<file path="config.mk">
export PLATFORM = sky130hd
export DESIGN_NAME = key_schedule
export DESIGN_NICKNAME = d
export VERILOG_FILES = /design/src/rtl/key_schedule.sv
export SDC_FILE = /design/constraint.sdc
export NUM_CORES = 2
export LEC_CHECK = 0
export BUFFER_PORTS_ARGS = -buffer_cell sky130_fd_sc_hd__buf_2
export CORE_AREA = 2 2 544 546
export CTS_BUF_LIST = sky130_fd_sc_hd__clkbuf_8
export DETAILED_ROUTE_END_ITERATION = 7
export DIE_AREA = 0 0 546 548
export PLACE_DENSITY = 0.47
export SYNTH_ARGS = -nofsm -noshare
export SYNTH_HDL_FRONTEND = slang
export SYNTH_SLANG_ARGS = --single-unit
</file>
<file path="constraint.sdc">
create_clock -name clk -period 107.2 [get_ports clk]
set_input_delay 32.16 -clock clk [delete_from_list [all_inputs] [get_ports clk]]
set_output_delay 32.16 -clock clk [all_outputs]
set_load 0.05 [all_outputs]
</file>
<file path="src/rtl/key_schedule.sv">
// AES-128 key expansion: one round key per clock, ten rounds, results held until reset.
// Round keys 1..10 are packed MSB-first into roundkeys; finish marks a complete set.
module key_schedule (
  input  logic          clk,
  input  logic          rst,
  input  logic          start,
  input  logic [127:0]  key,
  output logic [1279:0] roundkeys,
  output logic          finish
);

  typedef enum logic [1:0] {IDLE = 2'd0, BUSY = 2'd1, DONE = 2'd2} state_t;

  localparam logic [7:0] SBOX [256] = '{
    8'h63, 8'h7c, 8'h77, 8'h7b, 8'hf2, 8'h6b, 8'h6f, 8'hc5, 8'h30, 8'h01, 8'h67, 8'h2b, 8'hfe, 8'hd7, 8'hab, 8'h76,
    8'hca, 8'h82, 8'hc9, 8'h7d, 8'hfa, 8'h59, 8'h47, 8'hf0, 8'had, 8'hd4, 8'ha2, 8'haf, 8'h9c, 8'ha4, 8'h72, 8'hc0,
    8'hb7, 8'hfd, 8'h93, 8'h26, 8'h36, 8'h3f, 8'hf7, 8'hcc, 8'h34, 8'ha5, 8'he5, 8'hf1, 8'h71, 8'hd8, 8'h31, 8'h15,
    8'h04, 8'hc7, 8'h23, 8'hc3, 8'h18, 8'h96, 8'h05, 8'h9a, 8'h07, 8'h12, 8'h80, 8'he2, 8'heb, 8'h27, 8'hb2, 8'h75,
    8'h09, 8'h83, 8'h2c, 8'h1a, 8'h1b, 8'h6e, 8'h5a, 8'ha0, 8'h52, 8'h3b, 8'hd6, 8'hb3, 8'h29, 8'he3, 8'h2f, 8'h84,
    8'h53, 8'hd1, 8'h00, 8'hed, 8'h20, 8'hfc, 8'hb1, 8'h5b, 8'h6a, 8'hcb, 8'hbe, 8'h39, 8'h4a, 8'h4c, 8'h58, 8'hcf,
    8'hd0, 8'hef, 8'haa, 8'hfb, 8'h43, 8'h4d, 8'h33, 8'h85, 8'h45, 8'hf9, 8'h02, 8'h7f, 8'h50, 8'h3c, 8'h9f, 8'ha8,
    8'h51, 8'ha3, 8'h40, 8'h8f, 8'h92, 8'h9d, 8'h38, 8'hf5, 8'hbc, 8'hb6, 8'hda, 8'h21, 8'h10, 8'hff, 8'hf3, 8'hd2,
    8'hcd, 8'h0c, 8'h13, 8'hec, 8'h5f, 8'h97, 8'h44, 8'h17, 8'hc4, 8'ha7, 8'h7e, 8'h3d, 8'h64, 8'h5d, 8'h19, 8'h73,
    8'h60, 8'h81, 8'h4f, 8'hdc, 8'h22, 8'h2a, 8'h90, 8'h88, 8'h46, 8'hee, 8'hb8, 8'h14, 8'hde, 8'h5e, 8'h0b, 8'hdb,
    8'he0, 8'h32, 8'h3a, 8'h0a, 8'h49, 8'h06, 8'h24, 8'h5c, 8'hc2, 8'hd3, 8'hac, 8'h62, 8'h91, 8'h95, 8'he4, 8'h79,
    8'he7, 8'hc8, 8'h37, 8'h6d, 8'h8d, 8'hd5, 8'h4e, 8'ha9, 8'h6c, 8'h56, 8'hf4, 8'hea, 8'h65, 8'h7a, 8'hae, 8'h08,
    8'hba, 8'h78, 8'h25, 8'h2e, 8'h1c, 8'ha6, 8'hb4, 8'hc6, 8'he8, 8'hdd, 8'h74, 8'h1f, 8'h4b, 8'hbd, 8'h8b, 8'h8a,
    8'h70, 8'h3e, 8'hb5, 8'h66, 8'h48, 8'h03, 8'hf6, 8'h0e, 8'h61, 8'h35, 8'h57, 8'hb9, 8'h86, 8'hc1, 8'h1d, 8'h9e,
    8'he1, 8'hf8, 8'h98, 8'h11, 8'h69, 8'hd9, 8'h8e, 8'h94, 8'h9b, 8'h1e, 8'h87, 8'he9, 8'hce, 8'h55, 8'h28, 8'hdf,
    8'h8c, 8'ha1, 8'h89, 8'h0d, 8'hbf, 8'he6, 8'h42, 8'h68, 8'h41, 8'h99, 8'h2d, 8'h0f, 8'hb0, 8'h54, 8'hbb, 8'h16
  };

  state_t          state_q, state_d;
  logic [3:0]      rnd_q, rnd_d;
  logic [127:0]    wkey_q, wkey_d;
  logic [1279:0]   rk_q, rk_d;
  logic            finish_q, finish_d;

  logic [31:0]     w0, w1, w2, w3;
  logic [31:0]     rot_w, sub_w, temp_w;
  logic [31:0]     n0, n1, n2, n3;
  logic [7:0]      rcon;
  logic [127:0]    next_key;

  assign {w0, w1, w2, w3} = wkey_q;
  assign rot_w = {w3[23:0], w3[31:24]};

  for (genvar gi = 0; gi < 4; gi++) begin : g_sub
    assign sub_w[8*gi +: 8] = SBOX[rot_w[8*gi +: 8]];
  end

  always_comb begin
    case (rnd_q)
      4'd1:    rcon = 8'h01;
      4'd2:    rcon = 8'h02;
      4'd3:    rcon = 8'h04;
      4'd4:    rcon = 8'h08;
      4'd5:    rcon = 8'h10;
      4'd6:    rcon = 8'h20;
      4'd7:    rcon = 8'h40;
      4'd8:    rcon = 8'h80;
      4'd9:    rcon = 8'h1b;
      4'd10:   rcon = 8'h36;
      default: rcon = 8'h00;
    endcase
  end

  // Each word chains off the one just produced, so all four resolve in one cycle.
  assign temp_w   = sub_w ^ {rcon, 24'h0};
  assign n0       = w0 ^ temp_w;
  assign n1       = w1 ^ n0;
  assign n2       = w2 ^ n1;
  assign n3       = w3 ^ n2;
  assign next_key = {n0, n1, n2, n3};

  always_ff @(posedge clk or posedge rst) begin
    if (rst) begin
      state_q  <= IDLE;
      rnd_q    <= 4'd1;
      wkey_q   <= '0;
      rk_q     <= '0;
      finish_q <= 1'b0;
    end else begin
      state_q  <= state_d;
      rnd_q    <= rnd_d;
      wkey_q   <= wkey_d;
      rk_q     <= rk_d;
      finish_q <= finish_d;
    end
  end

  always_comb begin
    state_d  = state_q;
    rnd_d    = rnd_q;
    wkey_d   = wkey_q;
    rk_d     = rk_q;
    finish_d = finish_q;
    case (state_q)
      IDLE: begin
        if (start) begin
          wkey_d  = key;
          rnd_d   = 4'd1;
          state_d = BUSY;
        end
      end
      BUSY: begin
        wkey_d = next_key;
        rnd_d  = rnd_q + 4'd1;
        // Round key r lands in slot r, counted from the MSB end.
        for (int r = 1; r <= 10; r++) begin
          if (rnd_q == 4'(r)) rk_d[128*(10-r) +: 128] = next_key;
        end
        if (rnd_q == 4'd10) begin
          state_d  = DONE;
          finish_d = 1'b1;
        end
      end
      DONE:    ;
      default: state_d = IDLE;
    endcase
  end

  assign roundkeys = rk_q;
  assign finish    = finish_q;

endmodule

</file>
==> flow_summary.json <==
{
  "status": "finished, violations left",
  "failed_checks": "DRC",
  "ctsHoldBuffers": 0,
  "first_global_vias": 62180,
  "clock_skew_ns": 0.1208,
  "max_slew_margin": 0.08862,
  "finalCriticalPeriod_ns": 36.20,
  "grt_max_degree": 167,
  "totalNegativeSetupSlack_ns": 0,
  "final_util": 0.2981,
  "syn-cell-area_sq_mm": 0.07047,
  "hpwl_um": 274300,
  "syn_nets": 7819,
  "die_x_um": 546,
  "clk_pin_slew_ns": 0.06,
  "setup.worst_path.start_class": "input pin",
  "postCtsSetupBuffers": 0,
  "synth_fa_ha_area_frac": 0.01147,
  "rows": 199,
  "final_common_cell": "nand2_1",
  "cts_inserted_buffers": 267,
  "ys_seq_elements": 1415,
  "syn_avg_cell_area_sq_um": 9.243,
  "cts_sinks": 1415,
  "yosysSeqAreaShare": 0.5025,
  "yosysWarningCount": 0,
  "final.fill_count": 31370,
  "wl_per_cell_um": 29.60,
  "route.detailed.drc": 1,
  "drv_cap": 0,
  "core-area_sq_mm": 0.2931,
  "cts_tree": "done",
  "setup_viol": 0,
  "synth_top_family_by_area": "compound AO/OA/AOI/OAI gates",
  "grt_pass1_wl_um": 522900,
  "slew_violations": 0,
  "dr.pass1.iters": 8,
  "synthArstFlopShare": 1.000,
  "synthXorXnorAreaFrac": 0.03040,
  "synthSimpleGateAreaFrac": 0.1484,
  "die_area_sq_mm": 0.2992,
  "synth_area_leaders": "dfrtp_1 50%, o21ai_0 10%, nand2_1 8.1%",
  "layout.nets": 8929,
  "post_cts_resized": 0,
  "synth.distinct_cells": 109,
  "grt_usage": 0.2450,
  "drt-total-wl_um": 381700,
  "crit_required_ns": 108.16,
  "synth.area.mux_share": 0.04716,
  "grt-ovfl-total": 0,
  "postSynthCellCount": 7624,
  "hold_violations": 0,
  "cts_root_buf": "clkbuf_8",
  "io_pins": 1412,
  "dieHeight_um": 548,
  "place.gp.congestion": 0.9212,
  "syn2layout_area_growth_pct": 23.95,
  "synth_area_leader_cell": "dfrtp_1",
  "synth-edff-count": 0,
  "antenna_found_initial": 102,
  "drtAntennaViolNets": 0,
  "hp-class": "reg -> reg",
  "yosys_most_used_dff": "dfrtp_1",
  "clock_path_buffers": 4,
  "final_cell_mix": "1514 x nand2_1, 1425 x o21ai_0, 1410 x buf_2, 1397 x dfrtp_1, 323 x clkbuf_8",
  "path_max_fanout": 150,
  "via_per_inst": 5.120,
  "synth_top_area_frac": 0.5021,
  "htreeDepth": 5,
  "fin_crit_sh": 0.3377,
  "num_vias": 66030,
  "fmax_mhz": 27.62,
  "drive_gt1_frac": 0.2608,
  "cp.arrival_ns": 37.17,
  "clk_latency_ns": 0.99,
  "synth_compound_area_frac": 0.2098,
  "start_util": 0.2405,
  "rsz0062_at_grt": "no",
  "worst_pin_slew_ns": 1.367,
  "cp-end-kind": "async pin",
  "portBuffers": 1411,
  "path_class": "in -> async",
  "drtIter0Drc": 7055
}
## state kept, by name, summed over array words and instances (netlist names)
name       cells
rnd_q          4
roundkeys   1280
state_q        2
wkey_q       128
finish         1
## cell families (layout without fill, tap and decap cells)
logic type,after synthesis,count (layout)
DFF,1415,1415
muxes,239,239
other,0,60
buffers and inverters,859,2151
AOI/OAI and AO/OA,2463,2463
and+or+nand+nor,2391,2391
adders and majority gates,64,64
xor gates and xnor gates,193,193
## per-layer routing
metal	part of all wire	track usage	vias to the layer above
met3	0.077	0.05409	756
li1	-	-	29090
met2	0.45	0.3822	3377
met4	0.059	0.1348	16
met5	0.00021	0	-
met1	0.41	0.3146	32780
## Yosys cell counts (all sizes together) (63+ instances only)
library cell	count
a21oi	258
buf	192
clkbuf	601
dfrtp	1414
ha	63
mux2i	129
mux4	69
nand2	1522
nand2b	96
nand3	105
nor2	224
nor2b	96
nor3	127
o21ai	1436
o22a	79
o22ai	103
xnor2	112
xor2	66
## stage by stage
stage	instances	area (sq um)	worst slack, ns	hold slack (ns)
after floorplan	7624	70470	35.14	0.4921
after global placement	12380	81970	69.96	0.4469
after detailed placement	12380	81970	69.83	0.4493
after CTS	12840	87200	70.91	0.4661
after global routing	12870	87280	70.32	0.4867
final	12900	87350	71.00	0.4599
## critical path: stages
cell and delay [ns]:
buf_2 0.13, inv_8 0.51, buf_12 0.69, buf_4 0.80
buf_4 0.84, buf_4 0.81, buf_4 0.79
## final cells by class
class                      count  area [sq um]  area share
inverter                      66         260.3    0.002979
sequential                  1415         35440      0.4057
clock buffer                 323          4446     0.05089
multi-input combinational   5350         32590      0.3731
tap                         3919          4903     0.05614
timing repair buffer        1634          8776      0.1005
antenna                       60         150.1    0.001719
clock inverter               128         787.0    0.009010
## worst paths after layout
check	startpoint	to	slack, ns	cells after the start
setup reg to reg	wkey_q[17]	roundkeys[1208]	100.56	14
hold / removal	finish	finish	0.46	1
min in group asynchronous	rst	roundkeys[814]	31.31	2
hold reg to reg	finish	finish	0.46	1
setup / recovery	rst	roundkeys[332]	71.00	7
max in group clk	start	wkey_q[19]	73.03	5
Power is not shown: default switching activity piles up to over one toggle a cycle in this logic, so the estimate is an artifact.
